==> src/rtl/mem_bist_ctrl.sv <==
// Memory BIST controller: fills a single-port memory with a pattern, reads it
// back through a one-cycle-latency compare pipeline, and reports the first
// mismatching address and data.
module mem_bist_ctrl #(
  parameter int                ADDR_W    = 5,
  parameter int                DATA_W    = 8,
  parameter logic [DATA_W-1:0] LFSR_TAPS = DATA_W'(8'hB8),
  parameter logic [DATA_W-1:0] LFSR_SEED = DATA_W'(8'h01)
) (
  input  logic              clk,
  input  logic              rst_n,
  input  logic              start,
  input  logic [1:0]        mode,
  output logic              busy,
  output logic              done,
  output logic              pass,
  output logic [ADDR_W-1:0] fail_addr,
  output logic [DATA_W-1:0] fail_data,
  output logic [ADDR_W-1:0] mem_addr,
  output logic [DATA_W-1:0] mem_wdata,
  output logic              mem_write,
  output logic              mem_read,
  input  logic [DATA_W-1:0] mem_rdata
);

  localparam logic [ADDR_W-1:0] LAST = '1;
  // An all-zero Galois LFSR would lock up, so a zero seed is promoted to 1.
  localparam logic [DATA_W-1:0] SEED = (LFSR_SEED == '0) ? DATA_W'(1) : LFSR_SEED;

  typedef enum logic [2:0] {S_IDLE, S_WRITE, S_READ, S_DRAIN, S_DONE} state_t;

  state_t            state;
  logic [1:0]        mode_q;
  logic [DATA_W-1:0] lfsr;
  logic [DATA_W-1:0] exp_q;    // expected data for the read issued last cycle
  logic [ADDR_W-1:0] addr_q;   // address of the read issued last cycle
  logic              cmp_vld;  // mem_rdata this cycle belongs to addr_q
  logic              mismatch;

  function automatic logic [DATA_W-1:0] lfsr_next(input logic [DATA_W-1:0] s);
    return (s >> 1) ^ (s[0] ? LFSR_TAPS : '0);
  endfunction

  function automatic logic [DATA_W-1:0] pattern(input logic [1:0]        m,
                                                input logic [ADDR_W-1:0] a,
                                                input logic [DATA_W-1:0] l);
    case (m)
      2'd0:    return '0;
      2'd1:    return DATA_W'(a);
      2'd2:    return l;
      default: return ~(DATA_W'(a));
    endcase
  endfunction

  assign mismatch = cmp_vld && (mem_rdata != exp_q);

  // Controller FSM; every output is a register updated here.
  always_ff @(posedge clk) begin
    if (!rst_n) begin
      state     <= S_IDLE;
      mode_q    <= '0;
      lfsr      <= SEED;
      exp_q     <= '0;
      addr_q    <= '0;
      cmp_vld   <= 1'b0;
      busy      <= 1'b0;
      done      <= 1'b0;
      pass      <= 1'b0;
      fail_addr <= '0;
      fail_data <= '0;
      mem_addr  <= '0;
      mem_wdata <= '0;
      mem_write <= 1'b0;
      mem_read  <= 1'b0;
    end else begin
      case (state)
        S_IDLE, S_DONE: begin
          if (start) begin
            state     <= S_WRITE;
            mode_q    <= mode;
            lfsr      <= SEED;
            busy      <= 1'b1;
            done      <= 1'b0;
            pass      <= 1'b0;
            fail_addr <= '0;
            fail_data <= '0;
            mem_addr  <= '0;
            mem_wdata <= pattern(mode, '0, SEED);
            mem_write <= 1'b1;
          end
        end
        S_WRITE: begin
          if (mem_addr == LAST) begin
            // Read pass restarts address and LFSR so it regenerates the same data.
            state     <= S_READ;
            mem_write <= 1'b0;
            mem_wdata <= '0;
            mem_read  <= 1'b1;
            mem_addr  <= '0;
            lfsr      <= SEED;
          end else begin
            mem_addr  <= mem_addr + ADDR_W'(1);
            lfsr      <= lfsr_next(lfsr);
            mem_wdata <= pattern(mode_q, mem_addr + ADDR_W'(1), lfsr_next(lfsr));
          end
        end
        S_READ: begin
          cmp_vld <= 1'b1;
          addr_q  <= mem_addr;
          exp_q   <= pattern(mode_q, mem_addr, lfsr);
          if (mismatch) begin
            // First failure ends the test; the read just issued is abandoned.
            state     <= S_DONE;
            busy      <= 1'b0;
            done      <= 1'b1;
            pass      <= 1'b0;
            fail_addr <= addr_q;
            fail_data <= mem_rdata;
            mem_read  <= 1'b0;
            mem_addr  <= '0;
            cmp_vld   <= 1'b0;
          end else if (mem_addr == LAST) begin
            state    <= S_DRAIN;
            mem_read <= 1'b0;
            mem_addr <= '0;
          end else begin
            mem_addr <= mem_addr + ADDR_W'(1);
            lfsr     <= lfsr_next(lfsr);
          end
        end
        S_DRAIN: begin
          // Last location's data arrives now; nothing more is read.
          state     <= S_DONE;
          busy      <= 1'b0;
          done      <= 1'b1;
          pass      <= ~mismatch;
          fail_addr <= mismatch ? addr_q : '0;
          fail_data <= mismatch ? mem_rdata : '0;
          cmp_vld   <= 1'b0;
        end
        default: state <= S_IDLE;
      endcase
    end
  end

endmodule

==> config.mk <==
export PLATFORM = sky130hd
export DESIGN_NAME = mem_bist_ctrl
export DESIGN_NICKNAME = d
export VERILOG_FILES = /design/src/rtl/mem_bist_ctrl.sv
export SDC_FILE = /design/constraint.sdc
export NUM_CORES = 1
export LEC_CHECK = 0
export CAP_MARGIN = 20
export CORE_ASPECT_RATIO = 0.7
export CORE_MARGIN = 8
export CORE_UTILIZATION = 45
export DETAILED_ROUTE_END_ITERATION = 12
export PLACE_DENSITY = 0.75
export SLEW_MARGIN = 20
export SYNTH_ARGS = -nofsm -noshare
export SYNTH_HDL_FRONTEND = slang
export SYNTH_SLANG_ARGS = --single-unit
==> constraint.sdc <==
create_clock -name clk -period 2.52 [get_ports clk]
set_input_delay 0.504 -clock clk [delete_from_list [all_inputs] [get_ports clk]]
set_output_delay 0.504 -clock clk [all_outputs]
set_load 0.02 [all_outputs]
Word level (Yosys, flattened, before mapping). Index checks and enable logic that the tools add are counted.

$add $sub $neg: 1. Equality and inequality tests: 16. Mux-type cells: 42. Bitwise gates (word level): 4. Reductions and logical operators: 19.

Operators by type and width (count): 8-bit case mux with 3 select lines (4); 8-bit two-way mux (10); 8-bit case mux with 2 select lines (2); 5-bit case mux with 3 select lines (2); 5-bit two-way mux (5); 5-bit NOT with 8-bit output (2); 3-bit two-way mux (4); 3-bit case mux with 4 select lines (1); 3-bit AND reduction (4); 2-bit != test, second input constant (5); 1-bit case mux with 3 select lines (3); 1-bit two-way mux (8); 8-bit != test (1); 7-bit by 8-bit bitwise XOR with 8-bit output (1); 3-bit by 2-bit == test with 1-bit output, second input constant (2); 1-bit case mux with 2 select lines (3); 2-bit AND reduction (3); 2-bit nonzero test (3); 3-bit nonzero test (2); 5-bit by 1-bit adder with 5-bit output, second input constant (1); 5-bit == test, second input constant (1); 2-bit by 1-bit == test with 1-bit output, second input constant (2); 2-bit == test, second input constant (2); 2-bit zero test (2); other kinds (8) (9).

Register bits: 58. Input port bits: 13. Output and inout port bits: 31. Word-level logic and storage cells: 97.

Longest topological paths before layout. Gate-level depths: netlist (run 1).

Depth after elaboration: 5. Gate-level depth with buffers: 8.

Worst setup path before layout (run 1). OpenSTA, ideal clock, no wires.

Kind: register -> register. Start: register mem_addr[0]. End: register lfsr[0]. Setup time: 0.072 ns. Data arrival time: 1.936 ns. Data required time: 2.448 ns. Path slack: 0.512 ns. Cell stages (with the launch flop): 8. Buffers on the path: 1. Path through: dfxtp_1 -> ha_1 -> and3_1 -> ha_1 -> clkbuf_1 -> nor2_1 -> o22ai_4 -> mux2i_1.

Longest elaborated chain between the ends: 3.

Ends and longest elaborated chain: start, declared (line 19) `output logic [ADDR_W-1:0] mem_addr,`; start signal, assigned (line 102) `mem_addr <= mem_addr + ADDR_W'(1);`; start signal, assigned (line 127) `mem_addr <= mem_addr + ADDR_W'(1);`; 5-bit == test (*) (line 93, 122); 8-bit two-way mux or 2-bit != test (tied branches); 8-bit case mux with 3 select lines or 4-bit AND reduction (tied branches); end signal, assigned (line 103) `lfsr <= lfsr_next(lfsr);`; end signal, assigned (line 128) `lfsr <= lfsr_next(lfsr);`; end, declared (line 34) `logic [DATA_W-1:0] lfsr;`.

Mark *: on every way between the ends. The rest lies on a longest branch, timed or not. A chain may end at the register's enable or synchronous reset.

Worst setup path after layout (run 1).
Start: register mem_addr[0]. End: register lfsr[6].

The elaborated chain is that of the path after synthesis.

==> metrics, run 1 <==
Pleak 1.20 nW; CTS root buf clkbuf_8; simple-gate portion of the synthesized area 0.195; end of the critical path lfsr[6]; Max H-tree Level 3; vias in the first global route 2264; asr flop ratio synth 0; Core Area 5760 um2; std cell rows 23; wire per inst about 15 um; Peak VDD IR 0.418 mV; Most used DFF post-synth dfxtp_1; Area Overhead vs Synth 26.8%; R2R Setup Slk between 200 and 300 ps; FF-to-FF End lfsr[6]; register area share after synthesis 0.433; CP Data Required Time 2790 ps; die height 80.6 um; GRT Util Overall 0.166; Iter 0 DRT Violations 175; final period utilization 0.885; initial core utilization 0.466; CTS Sinks between 50 and 60; max cap viols 0; routed vias/inst between 5 and 6; Fin Setup TNS 0 ps; clock slew at reported path FFs about 60 ps; CTS Buffer Depth 2; EDFF count, synth 0; synth unique cells 51; Clock Latency Late Sink 340 ps; arrival time worst endpoint 2500 ps; yosys warns 0; Critical-path top delay cell nor2_1; placer congestion estimate 0.855; share of cells above drive strength 1 0.104; Hold Crit Class flip-flop to flip-flop; Die W 108 um; Syn Inst Count 323; ANT nets after route 0; Slew Limit Fails 0; GRT overflow 0; critical path, cell by cell ha_1, and3_1, ha_1, nor2_1, a21oi_1, nor2_1, nand2_1, mux2i_1; FF+latch count, synth 58; pin count of the biggest net entering global routing 25; final core utilization 0.591; DRT Pass-1 Iters 4; final setup fails 0; Slew @ Worst Pin 548 ps; outcome finished, final reports clean; clock period minus worst slack ~2200 ps; CTS buffer count 9; critical path launch point type flip-flop; main combinational cell family by area after synthesis compound AO/OA/AOI/OAI gates; via count about 2500; Syn Nets ~340; initial antenna violation count 0; final clock skew about 5.3 ps; io pins 44; post-synthesis xor/xnor area fraction 0.0653; Worst Setup End Kind flip-flop; dpl hpwl 4950 um; critical setup path kind flip-flop to flip-flop; IO buf count 43; post-synth top area share 0.433; post-CTS setup buffers 0; adder-cell share of the synthesized area 0.00933; mux cell area share after synthesis 0.0299; drt drc 0; CTS tree yes; PD cells 583 nW/um2; Fmax achieved about 450 MHz; reg2reg start mem_addr[0]; syn avg cell area between 8 and 9 um2; Synth area leaders dfxtp_1 43%, nand2_1 8.5%, a21oi_1 6.9%; RSZ-0062 raised after global routing false; first-pass GRT wire length around 11000 um; R2R depth 8; Largest stage delay, worst path 440 ps; Cell Area, Synth 2680 um2; Final nets 385; ant diodes 0; crit-path max FO 11; critical path startpoint mem_addr[0]; Die ar. 8730 um2; Hold Vio Cnt, Final 0; post-synth top area cell dfxtp_1; Synth Area in Compound Gates 0.233; Slew headroom 0.634; final wirelength 6870 um
routing by layer:
metal	GRT usage	part of all wire	vias up
met1	0.223	0.47	1167
met4	0.0667	0.015	0
met2	0.229	0.42	77
li1	-	-	1234
met5	0	0	-
met3	0.0655	0.088	9
sequential cells by signal, indices dropped and copies added, names as in the netlist:
signal     flops
cmp_vld        1
busy           1
mem_write      1
lfsr           8
mem_wdata      8
addr_q         5
mode_q         2
done           1
fail_data      8
pass           1
mem_read       1
mem_addr       5
exp_q          8
state          3
fail_addr      5
cells in the mapped netlist, types with 2 or more instances:
cell	instances
o21ai_1	2
o21ai_0	29
xor2_1	9
nand3_1	4
mux2i_1	8
nand4b_1	2
ha_1	2
nand4_1	2
nand3b_1	2
a221oi_1	2
nand2_1	61
clkbuf_1	11
nor3_1	4
o211ai_1	7
a22oi_1	3
nand2b_2	2
a31oi_1	5
dfxtp_1	58
nand2b_1	2
a21oi_1	37
nor2b_1	3
inv_1	3
or2_2	3
o21a_1	4
buf_2	7
nor2_1	16
xnor2_1	11
timing repair:
action                                  CTS  global route
endpoints found under the setup margin    0             1
endpoints found under the hold margin     0             0
resized for setup                         0             1
hold buffers                              0             0
final cells by class:
type | count | area, um2
multi-input combinational | 243 | 1430
inverter | 3 | 11.3
timing repair buffer | 55 | 520
clock buffer | 14 | 173
fill | 526 | 2350
clock inverter | 2 | 10.0
sequential | 58 | 1160
tap | 75 | 93.8
layout by cell type, fill, tap and decap left out, drive strengths merged, types with 2 or more instances in the layout:
cell type / Yosys / final
o22ai: 2 / 2
ha: 2 / 2
o211ai: 7 / 7
xor2: 9 / 9
clkbuf: 12 / 14
nand3b: 2 / 2
o21ai: 31 / 31
o21a: 4 / 4
nand4b: 2 / 2
buf: 7 / 12
nand4: 3 / 3
clkdlybuf4s50: 0 / 43
or2: 4 / 4
nand2b: 5 / 5
mux2i: 8 / 8
a22oi: 3 / 3
nand2: 61 / 61
nand3: 4 / 4
nor2: 17 / 17
dfxtp: 58 / 58
a31oi: 5 / 5
inv: 3 / 3
clkinv: 0 / 2
a21oi: 39 / 39
nor3: 5 / 5
a221oi: 2 / 2
xnor2: 11 / 11
nor2b: 3 / 3
logic make-up after synthesis:
kind of cell / Yosys count
AO/OA/AOI/OAI: 102
XOR/XNOR: 20
adder cells (fa/ha/maj): 2
buffers and inverters: 22
flip-flops: 58
multiplexers: 8
AND/OR/NAND/NOR: 111
worst min-delay path by stage:
stage,slack [ps],endpoint,from,cells after the start
floorplan,430,fail_addr[0],addr_q[0],2
global placement,440,fail_addr[4],addr_q[4],2
detailed placement,450,fail_addr[4],addr_q[4],2
CTS,450,fail_addr[4],addr_q[4],2
global route,480,fail_addr[0],addr_q[0],2
finish,460,fail_addr[0],addr_q[0],2
through the flow:
| step | power, mW | cell area (um2) | hold slack (ps) | cells | setup slack, ps |
|---|---|---|---|---|---|
| final | 1.98 | 3400 | 455 | 450 | 290 |
| after global placement | 1.21 | 3220 | 442 | 434 | 215 |
| after detailed placement | 1.21 | 3220 | 446 | 434 | 95.6 |
| after CTS | 2.00 | 3400 | 455 | 450 | 302 |
| after floorplan | 1.12 | 2680 | 432 | 323 | 512 |
| after global routing | 2.06 | 3400 | 476 | 450 | 79.7 |
worst max-delay path, delay by kind of cell, from the launching register on:
kind,cells,cell delay [ps]
DFF,1,380
adders and majority gates,2,600
AOI/OAI and AO/OA,1,100
and+or+nand+nor,4,910
muxes,1,150
where the power goes:
group / leakage [nW] / switching [mW] / internal (mW) / total (mW)
Clock: 0.0965 / 0.355 / 0.435 / 0.790
Combinational: 0.628 / 0.126 / 0.100 / 0.227
Sequential: 0.471 / 0.0239 / 0.941 / 0.965
Note: power is estimated with default switching activity, not from simulation.
==> inputs of run 2 (changes only) <==
ABC_AREA = 0   (was unset)
CELL_PAD_IN_SITES_DETAIL_PLACEMENT = 1   (was unset)
CELL_PAD_IN_SITES_GLOBAL_PLACEMENT = 1   (was unset)
CORE_UTILIZATION = 39   (was 45)
PLACE_DENSITY = 0.85   (was 0.75)
==> metrics, run 2 (synthesis gave the netlist of run 1 again) <==
most common cell after layout, fill and taps aside nand2_1; Non-Filler Instances 467 (+3.8%); vias in the first global route 2687 (+19%); CTS Buffer Depth 2 (unchanged); FF-to-FF End lfsr[3]; hold_buf cts 0 (unchanged); Clock Latency Late Sink 350 ps (about the same); Core Area 6690 um2 (+16%); Die W 115 um (+6.3%); post-CTS setup buffers 0 (unchanged); Final nets 383 (-0.52%); initial antenna violation count 0 (unchanged); Slew Limit Fails 0 (unchanged); RSZ-0062 raised after global routing false; max cap viols 0 (unchanged); hold path depth 2 (unchanged); Slew @ Worst Pin 626 ps (+78.1 ps); CP Data Required Time 2790 ps (about the same); via count 2537 (+2.0%); IO buf count 43 (unchanged); Hold EP addr_q[3]; crit-path max FO 11 (unchanged); CTS root buf clkbuf_8; PD cells 575 nW/um2 (-1.3%); clock slew at reported path FFs 70 ps (about the same); final wirelength 8420 um (+23%); clock period minus worst slack 2290 ps (+58.3 ps); dpl hpwl 5940 um (+20%); Critical-path top delay cell nor2_1; placed cells 451 (+3.9%); io pins 44 (unchanged); critical path launch point type flip-flop; final clock skew 6.76 ps (+1.45 ps); CTS Sinks 58 (unchanged); reg2reg start mem_addr[0]; routed vias/inst 5.43 (-1.7%); Peak VDD IR 0.263 mV (-37%); pin count of the biggest net entering global routing 34 (+36%); DRT Pass-1 Iters 4 (unchanged); min-delay src addr_q[3]; std cell rows 25 (+8.7%); Fmax achieved 437 MHz (-2.5%); GRT overflow 0 (unchanged); outcome finished, final reports clean; CTS buffer count 9 (unchanged); Area Overhead vs Synth 26.7%; final period utilization 0.908 (+0.0231); initial core utilization 0.401 (-0.0653); final setup fails 0 (unchanged); Worst Setup End Kind flip-flop; Hold Crit Class flip-flop to flip-flop; ANT nets after route 0 (unchanged); share of cells above drive strength 1 0.105 (+0.000558); critical path, cell by cell ha_1, and3_1, ha_1, nor2_1, a21oi_1, nor2_1, nand2_1, mux2i_1; Hold WS 463 ps (+8.30 ps); wire per inst 18.0 um (+18%); Slew headroom 0.582 (-0.0521); ant diodes 0 (unchanged); GRT Util Overall 0.181 (+0.0153); R2R Setup Slk 230 ps (-60 ps); Largest stage delay, worst path 420 ps (-20 ps); Hold Vio Cnt, Final 0 (unchanged); arrival time worst endpoint 2560 ps (+60 ps); most frequent cells in the layout 61 x nand2_1, 58 x dfxtp_1, 43 x clkdlybuf4s50_1, 36 x a21oi_1, 29 x o21ai_0; first-pass GRT wire length 14000 um (+24%); Iter 0 DRT Violations 162 (-7.4%); Max H-tree Level 3 (unchanged); R2R depth 8 (unchanged); drt drc 0 (unchanged); Die ar. 9830 um2 (+13%); critical setup path kind flip-flop to flip-flop; CTS tree yes; Fin Setup TNS 0 ps (unchanged); placer congestion estimate 0.839 (-1.9%); die height 85.4 um (+5.9%); fillers 825 (+57%); Pleak 1.18 nW (-1.2%)
==> run 2: changes by cell type in the layout (fill, tap and decap cells not counted), sizes merged <==
cell and delta:
buf -2, clkbuf -4, clkinv +3, clkinvlp +1
==> run 2: per-layer routing <==
layer | share of wire | GRT usage | vias up
li1 | - | - | 1219
met1 | 0.46 | 0.221 | 1252
met2 | 0.49 | 0.297 | 53
met3 | 0.044 | 0.0553 | 13
met4 | 0.015 | 0.0570 | 0
met5 | 0 | 0 | -
==> run 2: power breakdown <==
part	internal (mW)	leakage (nW)	switching (mW)	total, mW
Sequential	0.941	0.471	0.0262	0.967
Clock	0.374	0.0916	0.381	0.755
Combinational	0.0976	0.618	0.134	0.231
Total	1.41	1.18	0.541	1.95
==> run 2: worst max-delay path by stage <==
stage / startpoint / to / slack, ps
detailed placement: start / fail_data[7] / -50
global placement: mem_rdata[7] / state[0] / 190
global route: mem_addr[0] / lfsr[6] / 100
finish: mem_addr[0] / lfsr[3] / 230
CTS: state[0] / fail_data[7] / 120
floorplan: mem_addr[0] / lfsr[0] / 510
==> run 2: stage by stage <==
step | worst slack (ps) | util | area (um2) | total power [mW]
after floorplan | 512 | - | 2680 | 1.12
after global placement | 195 | 0.482 | 3220 | 1.21
after detailed placement | -48.9 | 0.482 | 3220 | 1.22
after CTS | 120 | 0.507 | 3390 | 1.97
after global routing | 95.6 | 0.508 | 3400 | 2.03
final | 231 | 0.508 | 3400 | 1.95
==> run 2: layout make-up <==
class | instances | area, um2 | share of cell area
Clock buffer | 10 | 138 | 0.0405
Clock inverter | 6 | 32.5 | 0.00957
Inverter | 3 | 11.3 | 0.00331
Multi-Input combinational cell | 243 | 1430 | 0.422
Sequential cell | 58 | 1160 | 0.342
Tap cell | 94 | 118 | 0.0346
Timing Repair Buffer | 53 | 505 | 0.149
==> run 2: worst max-delay path, delay by kind of cell, from the launching register on <==
| family | cells | cell delay (ps) |
|---|---|---|
| adder cells (fa/ha/maj) | 2 | 640 |
| AO/OA/AOI/OAI | 1 | 110 |
| AND/OR/NAND/NOR | 4 | 930 |
| multiplexers | 1 | 140 |
| flip-flops | 1 | 390 |
==> run 2: repair_timing <==
item,in CTS,in global routing
gates resized for setup,0,1
hold endpoints to repair,0,0
endpoints found under the setup margin,0,5
==> edit 1 (config.mk and constraints of run 2) <==
Encoding of `state_t`: now Gray code (3 bits for 5 states).
--- a/src/rtl/mem_bist_ctrl.sv
+++ b/src/rtl/mem_bist_ctrl.sv
@@ -28,5 +28,5 @@
   localparam logic [DATA_W-1:0] SEED = (LFSR_SEED == '0) ? DATA_W'(1) : LFSR_SEED;
 
-  typedef enum logic [2:0] {S_IDLE, S_WRITE, S_READ, S_DRAIN, S_DONE} state_t;
+  typedef enum logic [2:0] {S_IDLE = 3'b000, S_WRITE = 3'b001, S_READ = 3'b011, S_DRAIN = 3'b010, S_DONE = 3'b110} state_t;
 
   state_t            state;
Behaviour: same outputs for any inputs over 10 cycles, from zero or initial values and one cycle with rst_n low; not proved beyond that.
==> edit 1 against run 2 <==
Via count decreased by 5.6%; setup slack improved by 0.13 ns; sequential cell count unchanged; highest routed layer unchanged; cell area decreased by 1.9%; wire length decreased by 6.5%; power decreased by 2.2%; area after synthesis decreased by 0.65%; clock power decreased by 3.6%; sequential share of layout area increased by 0.65 points.
==> edit 1: results (changes against run 2) <==
The number of placed instances, taps included came out at 422 (was 451). The highest cell delay on the worst timing path came out at 0.53 ns (was 0.42 ns). The total nets after synthesis is 310 (was 338), and the instance area at placement is 0.00318 mm^2 (was 0.00322 mm^2). The tools report the worst min-delay path endpoint as exp_q[6]$_SDFFE_PN0N_ (was addr_q[3]$_SDFFE_PN0N_). The number of global-route vias before repair is 2470 (was 2687), and the post-synthesis share of cell area spent on full adders, half adders and majority gates is 1.36% (was 0.933%).

The critical-path maximum fanout works out to 9 (was 11). Top post-synthesis cells by area: sky130_fd_sc_hd__dfxtp_1 44%, sky130_fd_sc_hd__a21oi_1 4.5%, sky130_fd_sc_hd__xnor2_1 4.3% (was sky130_fd_sc_hd__dfxtp_1 43%, sky130_fd_sc_hd__nand2_1 8.5%, sky130_fd_sc_hd__a21oi_1 6.9%). The number of fill cells is 789 (was 825), and the placement-stage worst setup slack is 0.0438 ns (was -0.0489 ns). The share of the synthesized area in compound gates (AO/OA/AOI/OAI) is 24.8% (was 23.3%). The via density per instance was 5.49 (was 5.43); the count of distinct cell types in the synthesized netlist was 59 (was 51). For the final weighted congestion of routability-driven global placement, the log shows 0.833 (was 0.839). The multiplexer share of the synthesized area was 1.17% (was 2.99%); the average instance area after synthesis was 9.03 um^2 (was 8.31 um^2). The flow ran to the end, and the final reports show no timing, DRC or antenna violations. The run gives 16.8% (was 18.1%) as the total global routing track utilization. Origin of the worst min-delay path: exp_q[6]$_SDFFE_PN0N_ (was addr_q[3]$_SDFFE_PN0N_).

The minimum hold slack was 0.467 ns (was 0.463 ns); the internal power consumption was 1400 uW (was 1410 uW). The logs give 153 (was 162) for the number of DRC markers in iteration 0 and 12800 um (was 14000 um) for the global-route wire length before repair. The tools report the pin count of the biggest net entering global routing as 19 (was 34). The post-layout minimum cycle time was 2.16 ns (was 2.29 ns); the transition time of the tightest slew-check pin was 0.846 ns (was 0.626 ns). The depth of the worst register-to-register path was 6 (was 8). For the total wire length, the log shows 7870 um (was 8420 um).
-- edit 1: cell types whose count changed in the layout (fill, tap and decap cells not counted), moves of 5 or more --
cell and delta:
sky130_fd_sc_hd__a21oi_1 -12, sky130_fd_sc_hd__a22o_1 +10, sky130_fd_sc_hd__inv_1 +7, sky130_fd_sc_hd__mux2i_1 -6
sky130_fd_sc_hd__nand2_1 -34, sky130_fd_sc_hd__nor3_1 +5, sky130_fd_sc_hd__o21ai_0 -11
-- edit 1: cell type report --
cell class / count / area, um^2 / area share (%)
Sequential cell: 58 / 1160 / 34.8
Multi-Input combinational cell: 205 / 1350 / 40.4
Tap cell: 94 / 118 / 3.53
Timing Repair Buffer: 52 / 498 / 14.9
Clock inverter: 3 / 17.5 / 0.525
Inverter: 13 / 51.3 / 1.54
Clock buffer: 11 / 141 / 4.24
-- edit 1: power groups by stage --
stage,Clock (uW),Sequential [uW],Combinational (uW)
6_report,728,967,215
3_3_place_gp,0,985,208
4_1_cts,750,967,216
2_1_floorplan,0,994,116
3_5_place_dp,0,986,213
5_1_grt,788,970,233
-- edit 1: per-layer routing --
| metal | vias to the layer above | wire [um] | track usage (%) |
|---|---|---|---|
| met1 | 1161 | 3770 | 22.0 |
| met2 | 72 | 3520 | 25.9 |
| met5 | - | 0 | 0 |
| li1 | 1152 | - | - |
| met3 | 9 | 497 | 5.03 |
| met4 | 0 | 82 | 5.23 |
-- edit 1: cells by family (layout without fill, tap and decap cells) --
logic type,after synthesis,after routing
AOI/OAI and AO/OA,95,95
xor gates and xnor gates,21,21
adders and majority gates,3,3
buffers and inverters,32,79
DFF,58,58
muxes,3,3
and+or+nand+nor,83,83
==> edit 2 (flow settings as in run 2) <==
Made on the original files. Change the parameter `DATA_W` from 8 to 12.
--- a/src/rtl/mem_bist_ctrl.sv
+++ b/src/rtl/mem_bist_ctrl.sv
@@ -4,5 +4,5 @@
 module mem_bist_ctrl #(
   parameter int                ADDR_W    = 5,
-  parameter int                DATA_W    = 8,
+  parameter int                DATA_W    = 12,
   parameter logic [DATA_W-1:0] LFSR_TAPS = DATA_W'(8'hB8),
   parameter logic [DATA_W-1:0] LFSR_SEED = DATA_W'(8'h01)
Interface: changed (resized fail_data, mem_rdata and mem_wdata); port bits go from 44 to 56. No check against the original RTL was run, so the function may have changed too.
==> edit 2 against run 2 <==
Utilization up 1.9 points; cell area increased by 11%; power increased by 6.9%; wire length is 6.2% higher; setup slack worse by 0.023 ns; fmax is 1.0% lower; sequential cell count is 6 higher; area after synthesis rose by 6.5%; global-route usage is 0.42 points lower; clock skew up 0.0035 ns.
==> edit 2: results (changes against run 2) <==
The flow ran to the end, and the final reports show no timing, DRC or antenna violations. The logs give 433 MHz (was 437 MHz) for the upper clock frequency limit and 0.459 ns (was 0.463 ns) for the minimum hold slack. Kind of cell adding the most delay to the critical path: compound AO/OA/AOI/OAI gates (was simple AND/OR/NAND/NOR gates). The category of the worst setup path launch point is a flip-flop (unchanged). The total via count after detailed routing was 2706 (was 2537).

Worst setup slack for register-to-register paths: 0.21 ns (was 0.23 ns). The total nets after synthesis is 343 (was 338). The transition time of the tightest slew-check pin is 0.554 ns (was 0.626 ns). The number of port buffers was 55 (was 43); the total wire length was 8940 um (was 8420 um).

The number of DRC markers in iteration 0 came out at 120 (was 162). The logs give 14600 um (was 14000 um) for the global-route wire length before repair and 7 (was 4) for the number of detailed-routing iterations run before antenna repair. The multiplexer share of the synthesized area is 0.350% (was 2.99%). The post-synthesis xor/xnor area fraction was 6.74% (was 6.53%). The total global routing track utilization is 17.7% (was 18.1%).

Fraction of final layout cells with drive strength greater than 1: 11.2% (was 10.5%). The run gives 48 (was 51) as the count of distinct cell types in the synthesized netlist. The origin of the worst min-delay path was addr_q[0]$_SDFFE_PN0P_ (was addr_q[3]$_SDFFE_PN0N_). Post-DP HPWL: 6530 um (was 5940 um). Most frequent cells after synthesis: 64 x sky130_fd_sc_hd__dfxtp_1, 37 x sky130_fd_sc_hd__a21oi_1, 34 x sky130_fd_sc_hd__nand2_1, 23 x sky130_fd_sc_hd__o21ai_0, 19 x sky130_fd_sc_hd__o211ai_1 (was 61 x sky130_fd_sc_hd__nand2_1, 58 x sky130_fd_sc_hd__dfxtp_1, 37 x sky130_fd_sc_hd__a21oi_1, 29 x sky130_fd_sc_hd__o21ai_0, 16 x sky130_fd_sc_hd__nor2_1). The number of global-route vias before repair came out at 2871 (was 2687).

The run gives 0.279 mV (was 0.263 mV) as the maximum VDD drop. The critical-path maximum fanout was 10 (was 11); the sequential-to-total area share from yosys stat was 44.8% (was 43.3%). The run gives 32 (was 34) as the pin count of the biggest net entering global routing. The tools report the final weighted congestion of routability-driven global placement as 0.796 (was 0.839).

Maximum level of the CTS H-tree: 3 (unchanged). The number of nets in the finished design is 409 (was 383). Top post-synthesis cells by area: sky130_fd_sc_hd__dfxtp_1 45%, sky130_fd_sc_hd__a21oi_1 6.5%, sky130_fd_sc_hd__a22o_1 5.2% (was sky130_fd_sc_hd__dfxtp_1 43%, sky130_fd_sc_hd__nand2_1 8.5%, sky130_fd_sc_hd__a21oi_1 6.9%). The run gives 0.0102 ns (was 0.00676 ns) as the setup skew after layout.
edit 2: changes by cell type after synthesis, moves of 7 or more:
cell,change
sky130_fd_sc_hd__nand2_1,-27
sky130_fd_sc_hd__a22o_1,+17
sky130_fd_sc_hd__mux2i_1,-7
sky130_fd_sc_hd__xor2_1,+8
sky130_fd_sc_hd__o211ai_1,+12
edit 2: final timing paths:
kind | to
max | lfsr[6]$_SDFFE_PN0P_
min | addr_q[0]$_SDFFE_PN0P_
max reg2reg | lfsr[6]$_SDFFE_PN0P_
min reg2reg | addr_q[0]$_SDFFE_PN0P_
edit 2: per-layer routing:
metal,track usage (%),part of all wire (%),up-vias,wire (um)
met3,5.86,5.6,16,503
met4,6.37,1.4,0,126
met1,20.4,43,1328,3880
li1,-,-,1298,-
met2,30.4,49,64,4420
met5,0,0,-,0
edit 2: area by class of cell:
cell class / instances / area (um^2)
Clock buffer: 9 / 124
Clock inverter: 6 / 37.5
Fill cell: 843 / 3400
Inverter: 8 / 30.0
Multi-Input combinational cell: 227 / 1420
Sequential cell: 64 / 1280
Tap cell: 98 / 123
Timing Repair Buffer: 80 / 776
edit 2: report_power, final:
part	switching [uW]	leakage, uW	internal [uW]
combinational	157	0.000825	125
clock	402	0.0000769	345
sequential	21.9	0.000519	1040
total	580	0.00142	1510
edit 2: cells by family (layout without fill, tap and decap cells):
logic type,Yosys count,after routing
AO/OA/AOI/OAI,125,125
XOR/XNOR,22,22
adder cells (fa/ha/maj),2,2
buffers and inverters,33,103
flip-flops,64,64
multiplexers,1,1
AND/OR/NAND/NOR,77,77
edit 2: metrics by stage:
step | cell area [um^2] | instances
after floorplan | 2860 | 324
after global placement | 3630 | 477
after global routing | 3790 | 492
final | 3790 | 492
after CTS | 3790 | 492
after detailed placement | 3630 | 477
